File: src/rtl/mc_pkg.sv
// Shared types and encodings for the multicycle control FSM and its condition evaluator.
package mc_pkg;

  typedef enum logic [3:0] {
    ST_FETCH      = 4'd0,
    ST_DECODE     = 4'd1,
    ST_EXEC_R     = 4'd2,
    ST_EXEC_I     = 4'd3,
    ST_ALU_WB     = 4'd4,
    ST_LOAD_RD    = 4'd5,
    ST_LOAD_LATCH = 4'd6,
    ST_LOAD_WB    = 4'd7,
    ST_STORE_WR   = 4'd8,
    ST_BRANCH     = 4'd9,
    ST_JCOND      = 4'd10,
    ST_JAL        = 4'd11
  } state_e;

  localparam logic [3:0] OP_RTYPE   = 4'b0000;
  localparam logic [3:0] OP_SPECIAL = 4'b0100;
  localparam logic [3:0] OP_BCOND   = 4'b1100;
  localparam logic [3:0] OP_NOP     = 4'b1111;
  localparam logic [3:0] OP_CMPI    = 4'b1011;

  localparam logic [3:0] EXT_LOAD  = 4'b0000;
  localparam logic [3:0] EXT_STOR  = 4'b0100;
  localparam logic [3:0] EXT_JAL   = 4'b1000;
  localparam logic [3:0] EXT_JCOND = 4'b1100;
  localparam logic [3:0] EXT_CMP   = 4'b1011;

  localparam int unsigned PSR_C = 0;
  localparam int unsigned PSR_L = 2;
  localparam int unsigned PSR_F = 5;
  localparam int unsigned PSR_Z = 6;
  localparam int unsigned PSR_N = 7;

  localparam logic [3:0] CC_EQ = 4'h0;
  localparam logic [3:0] CC_NE = 4'h1;
  localparam logic [3:0] CC_CS = 4'h2;
  localparam logic [3:0] CC_CC = 4'h3;
  localparam logic [3:0] CC_HI = 4'h4;
  localparam logic [3:0] CC_LS = 4'h5;
  localparam logic [3:0] CC_GT = 4'h6;
  localparam logic [3:0] CC_LE = 4'h7;
  localparam logic [3:0] CC_FS = 4'h8;
  localparam logic [3:0] CC_FC = 4'h9;
  localparam logic [3:0] CC_LO = 4'hA;
  localparam logic [3:0] CC_HS = 4'hB;
  localparam logic [3:0] CC_LT = 4'hC;
  localparam logic [3:0] CC_GE = 4'hD;
  localparam logic [3:0] CC_UC = 4'hE;
  localparam logic [3:0] CC_NV = 4'hF;

  localparam logic [1:0] PCSRC_INC  = 2'b00;
  localparam logic [1:0] PCSRC_REG  = 2'b01;
  localparam logic [1:0] PCSRC_DISP = 2'b10;

endpackage

File: src/rtl/cond_eval.sv
// Branch/jump condition evaluator; shared by the BRANCH and JCOND states.
module cond_eval
  import mc_pkg::*;
(
  input  logic [3:0] cond_i,
  input  logic [7:0] psr_i,
  output logic       taken_o
);

  logic c, l, f, z, n;
  logic unused_psr;

  assign c = psr_i[PSR_C];
  assign l = psr_i[PSR_L];
  assign f = psr_i[PSR_F];
  assign z = psr_i[PSR_Z];
  assign n = psr_i[PSR_N];
  assign unused_psr = ^{psr_i[4:3], psr_i[1]};

  always_comb begin
    taken_o = 1'b0;
    case (cond_i)
      CC_EQ: taken_o = z;
      CC_NE: taken_o = !z;
      CC_CS: taken_o = c;
      CC_CC: taken_o = !c;
      CC_HI: taken_o = l;
      CC_LS: taken_o = !l;
      CC_GT: taken_o = n;
      CC_LE: taken_o = !n;
      CC_FS: taken_o = f;
      CC_FC: taken_o = !f;
      CC_LO: taken_o = !l && !z;
      CC_HS: taken_o = l || z;
      CC_LT: taken_o = !n && !z;
      CC_GE: taken_o = n || z;
      CC_UC: taken_o = 1'b1;
      default: taken_o = 1'b0;
    endcase
  end

endmodule

File: src/rtl/mc_controller.sv
// Multicycle control FSM for the 16-bit datapath: fetch/decode/execute/memory/writeback
// sequencing with a memReady handshake guarded by a wait-cycle timeout.
module mc_controller
  import mc_pkg::*;
#(
  parameter int unsigned TIMEOUT = 255
) (
  input  logic        clk,
  input  logic        reset,
  input  logic [15:0] instr,
  input  logic [7:0]  capturedPSR,
  input  logic        memReady,
  output logic        pcEn,
  output logic        instrWrite,
  output logic        regWrite,
  output logic        writeBackSelect,
  output logic        dataToWriteSelect,
  output logic        newAluInput,
  output logic        psrRegEn,
  output logic        sendPcAddr,
  output logic [1:0]  aluSrc1Select,
  output logic [1:0]  aluSrc2Select,
  output logic [1:0]  pcSrc,
  output logic        memRead,
  output logic        memWrite,
  output logic        busErr,
  output logic [3:0]  state
);

  // Timeout fires on the wait cycle that would bring the counter to TIMEOUT.
  localparam logic [7:0] TO_LAST = 8'(TIMEOUT - 1);

  state_e     state_q, state_d;
  logic [7:0] wait_q, wait_d;
  logic       bus_err_q, bus_err_d;
  logic       taken, waiting, timeout;
  logic [3:0] op, ext;
  logic       unused_instr;

  assign op           = instr[15:12];
  assign ext          = instr[7:4];
  assign unused_instr = ^instr[3:0];

  cond_eval u_cond_eval (
    .cond_i  (instr[11:8]),
    .psr_i   (capturedPSR),
    .taken_o (taken)
  );

  assign waiting = (state_q == ST_FETCH) || (state_q == ST_LOAD_RD) || (state_q == ST_STORE_WR);
  assign timeout = waiting && !memReady && (wait_q == TO_LAST);

  always_ff @(posedge clk or posedge reset) begin
    if (reset) begin
      state_q   <= ST_FETCH;
      wait_q    <= 8'd0;
      bus_err_q <= 1'b0;
    end else begin
      state_q   <= state_d;
      wait_q    <= wait_d;
      bus_err_q <= bus_err_d;
    end
  end

  always_comb begin
    state_d   = state_q;
    wait_d    = (waiting && !memReady && !timeout) ? wait_q + 8'd1 : 8'd0;
    bus_err_d = bus_err_q | timeout;
    case (state_q)
      ST_FETCH: if (memReady) state_d = ST_DECODE;
      ST_DECODE: begin
        case (op)
          OP_RTYPE: state_d = ST_EXEC_R;
          OP_SPECIAL: begin
            case (ext)
              EXT_LOAD:  state_d = ST_LOAD_RD;
              EXT_STOR:  state_d = ST_STORE_WR;
              EXT_JAL:   state_d = ST_JAL;
              EXT_JCOND: state_d = ST_JCOND;
              default:   state_d = ST_FETCH;
            endcase
          end
          OP_BCOND: state_d = ST_BRANCH;
          OP_NOP:   state_d = ST_FETCH;
          default:  state_d = ST_EXEC_I;
        endcase
      end
      ST_EXEC_R:     state_d = (ext == EXT_CMP) ? ST_FETCH : ST_ALU_WB;
      ST_EXEC_I:     state_d = (op == OP_CMPI) ? ST_FETCH : ST_ALU_WB;
      ST_LOAD_RD: begin
        if (memReady)     state_d = ST_LOAD_LATCH;
        else if (timeout) state_d = ST_FETCH;
      end
      ST_LOAD_LATCH: state_d = ST_LOAD_WB;
      ST_STORE_WR:   if (memReady || timeout) state_d = ST_FETCH;
      default:       state_d = ST_FETCH;
    endcase
  end

  always_comb begin
    pcEn              = 1'b0;
    instrWrite        = 1'b0;
    regWrite          = 1'b0;
    writeBackSelect   = 1'b0;
    dataToWriteSelect = 1'b0;
    newAluInput       = 1'b0;
    psrRegEn          = 1'b0;
    sendPcAddr        = 1'b0;
    aluSrc1Select     = 2'b00;
    aluSrc2Select     = 2'b00;
    pcSrc             = PCSRC_INC;
    memRead           = 1'b0;
    memWrite          = 1'b0;
    if (!reset) begin
      case (state_q)
        ST_FETCH: begin
          sendPcAddr = 1'b1;
          memRead    = 1'b1;
          instrWrite = memReady;
          pcEn       = memReady;
        end
        ST_DECODE: newAluInput = 1'b1;
        ST_EXEC_R, ST_EXEC_I: begin
          aluSrc1Select = 2'b01;
          aluSrc2Select = (state_q == ST_EXEC_I) ? 2'b01 : 2'b00;
          psrRegEn      = 1'b1;
        end
        ST_ALU_WB, ST_LOAD_WB: regWrite = 1'b1;
        ST_LOAD_RD: begin
          memRead         = 1'b1;
          writeBackSelect = 1'b1;
        end
        ST_LOAD_LATCH: writeBackSelect = 1'b1;
        ST_STORE_WR:   memWrite = 1'b1;
        ST_BRANCH: begin
          pcEn  = taken;
          pcSrc = taken ? PCSRC_DISP : PCSRC_INC;
        end
        ST_JCOND: begin
          pcEn  = taken;
          pcSrc = taken ? PCSRC_REG : PCSRC_INC;
        end
        ST_JAL: begin
          // Link and jump share one edge, so the jump reads Rtarget before the link lands.
          regWrite          = 1'b1;
          dataToWriteSelect = 1'b1;
          pcEn              = 1'b1;
          pcSrc             = PCSRC_REG;
        end
        default: ;
      endcase
    end
  end

  assign state  = reset ? 4'd0 : state_q;
  assign busErr = bus_err_q & ~reset;

endmodule
File: config.mk
export PLATFORM = sky130hd
export DESIGN_NAME = mc_controller
export DESIGN_NICKNAME = d
export VERILOG_FILES = /design/src/rtl/mc_pkg.sv /design/src/rtl/cond_eval.sv /design/src/rtl/mc_controller.sv
export SDC_FILE = /design/constraint.sdc
export NUM_CORES = 1
export LEC_CHECK = 0
export CAP_MARGIN = 20
export CORE_UTILIZATION = 43
export CTS_CLUSTER_SIZE = 30
export DETAILED_ROUTE_END_ITERATION = 10
export PLACE_DENSITY = 0.79
export SYNTH_ARGS = -nofsm -noshare
export SYNTH_HDL_FRONTEND = slang
export SYNTH_SLANG_ARGS = --single-unit
File: constraint.sdc
create_clock -name clk -period 2.7 [get_ports clk]
set_input_delay 0.81 -clock clk [delete_from_list [all_inputs] [get_ports clk]]
set_output_delay 0.81 -clock clk [all_outputs]
set_load 0.02 [all_outputs]
==> summary.txt <==
Status: finished, violations left
Failing checks: setup timing
Die span in x: 55.2 µm
Worst hold path depth: 1
Die height: 55.2 µm
Residual DRC: 0
F_max: 339 MHz
First-pass GRT wire length: 5550 µm
Tcrit/Tclk final: 109%
Drt total wl: 3510 µm
Root Buffer: clkbuf_4
WS Path Type: input pin to primary output
Setup_tns: -0.565 ns
Largest net degree at the start of global routing: 14
Routed WL per cell: 14.8 µm
Clk_lat worst skew: 0.28 ns
Hold buffer count at CTS: 0
DP Wirelength: 2580 µm
Number of synthesis warnings: 0
Post-layout util: 69.5%
Clock transition at path regs: 0.07 ns
Min-delay src: bus_err_q
CTS Buffer Depth: 2
Core Footprint: 2570 µm²
Clk_skew: 0.00216 ns
PwrDens: 598 nW/µm²
Main flop type after synthesis: dfrtp_1
H-tree depth: 1
Share of layout cells above drive strength 1: 31.9%
Seq/Total Area, Yosys: 26.8%
Initial DRC Count: 38
TritonCTS Buffers: 3
DIE AREA: 3040 µm²
Min cycle time layout: 2.95 ns
FF+latch area: 327 µm²
IO Port Bufs: 38
Ranking of synthesized cells by area: dfrtp_1 27%, nor2_1 8.3%, xor2_1 5.0%
Initial DRT Pass Iterations: 4
Max Cap Viol: 0
EDFF count, synth: 0
Syn Inst Count: 156
Worst r2r path cells: 6
Nets: 237
Final setup fails: 3
Final hold vios: 0
CP Capture Type: primary output
IR drop worst, VDD: 390 µV
RSZ-0062 raised after global routing: yes
Leak: 0.817 nW
Setup crit start kind: input pin
Hold Path Class: flop to flop
Inserted Diodes: 0
Worst R2R End: state_q[3]
Vias per cell: 5.66
Worst EP required: 1.89 ns
FF-to-FF Start: state_q[2]
Hold slack: 0.496 ns
Routed Antenna Nets: 0
Footprint of the multi-input gates: 895 µm²
I/O pins: 48
Ys async rst share: 100%
Final Wtd Congestion: 0.908
Critical Path Fanout Max: 3
R2R setup slack: 1.00 ns
Yosys top cell area share: 26.8%
CTS tree: done
Syn Std Cell Area: 1210 µm²
Slew Viols, Final: 0
Starting density of the core: 47.3%
Final WS setup: -0.248 ns
Hold EP: bus_err_q
Synth Register Bits: 13
Clock Sink Count: 13
Layout area overhead: 47.0%
Number of global-route vias before repair: 1,268
Routed vias: 1,342
Crit path DAT: 2.14 ns
Std cell rows: 18
Tot Pwr: 1.07 mW
Syn Area/Cell: 7.79 µm²
Fill count: 197
Initial antenna violation count: 0
Gr usage total: 25.3%
Top cell type by total area after synthesis: dfrtp_1
Total gr overflow: 0
Synth cell types: 46
-- repair_timing --
item                       CTS  global route
setup endpoints to repair   19            12
pin swaps                   14             4
gates cloned                 0             0
setup buffers                3             0
resized for setup           99            18
-- how the worst max path moves through the flow --
stage | slack, ns | to | startpoint
3_5_place_dp | -1.05 | pcSrc[0] | instr[10]
6_report | -0.25 | pcSrc[1] | instr[9]
5_1_grt | -0.27 | pcSrc[1] | instr[9]
2_1_floorplan | -0.03 | pcSrc[1] | instr[9]
4_1_cts | -0.21 | pcSrc[0] | instr[8]
3_3_place_gp | -0.95 | pcSrc[0] | instr[10]
-- cells in the mapped netlist (all sizes together) (2+ instances only) --
| cell type | number |
|---|---|
| nand2 | 12 |
| or3 | 2 |
| o311ai | 2 |
| dfrtp | 13 |
| nand2b | 5 |
| nor3 | 6 |
| nand4 | 2 |
| buf | 11 |
| a21oi | 4 |
| xor2 | 7 |
| nor4 | 4 |
| xnor2 | 4 |
| nand3 | 11 |
| nor2 | 27 |
| o21ai | 6 |
| ha | 2 |
| nor3b | 3 |
| and3 | 4 |
| inv | 4 |
| o22ai | 3 |
| nor2b | 7 |
| mux2i | 2 |
-- cell type report --
class	instances	share of cell area, %
Clock buffer	4	1.47
Inverter	5	1.33
Timing Repair Buffer	57	26.7
Multi-Input combinational cell	128	50.1
Tap cell	30	2.10
Sequential cell	13	18.3
-- critical path, cell delays in order --
cell	delay, ns
buf_2	0.13
nor3b_2	0.21
a21oi_1	0.07
o32a_1	0.29
nand4_1	0.13
buf_4	0.14
nor3b_2	0.19
buf_4	0.18
-- flip-flops by register name, indices dropped and copies added, names as in the netlist --
register and flops:
wait_q 8, state_q 4, bus_err_q 1
-- layout by cell type (no fill, tap or decap), drive strengths merged, types with 2 or more instances in the layout --
cell / n
buf: 31
nor2: 27
dfrtp: 13
nand2: 12
nand3: 11
clkbuf: 10
clkdlybuf4s50: 9
dlygate4sd2: 8
xor2: 7
nor2b: 7
o21ai: 6
nor3: 6
nand2b: 5
a21oi: 4
inv: 4
and3: 4
xnor2: 4
nor4: 4
o22ai: 3
nor3b: 3
clkdlybuf4s15: 3
nand4: 2
or3: 2
ha: 2
conb: 2
mux2i: 2
o311ai: 2
-- cells by family after synthesis --
| kind of cell | count (synthesis) | synth area share, % |
|---|---|---|
| flops | 13 | 26.8 |
| simple gates | 86 | 38.0 |
| compound gates | 25 | 15.0 |
| buf+inv | 16 | 8.24 |
| xor+xnor | 11 | 7.93 |
| mux | 2 | 1.65 |
| fa+ha+maj | 2 | 2.06 |
| other cells | 1 | 0.309 |
-- per-stage QoR --
step                setup slack (ns)  cell area, µm²  cells
floorplan                    -0.0312            1230    157
global placement              -0.948            1690    230
detailed placement             -1.05            1690    230
global route                  -0.274            1790    237
CTS                           -0.208            1800    237
finish                        -0.248            1790    237
-- layer usage --
metal	part of all wire [%]	track usage, %	up-vias
met3	5.7	2.46	11
met4	2.2	13.3	0
met5	0	0	-
met2	49	44.8	53
met1	43	30.0	627
li1	-	-	651
-- power by group --
| group | internal (mW) | switching [mW] | total [mW] |
|---|---|---|---|
| logic | 0.300 | 0.344 | 0.644 |
| registers | 0.225 | 0.0772 | 0.303 |
| clock network | 0.0574 | 0.0634 | 0.121 |
| total | 0.583 | 0.485 | 1.07 |
Power figures use the tool's default switching activity.
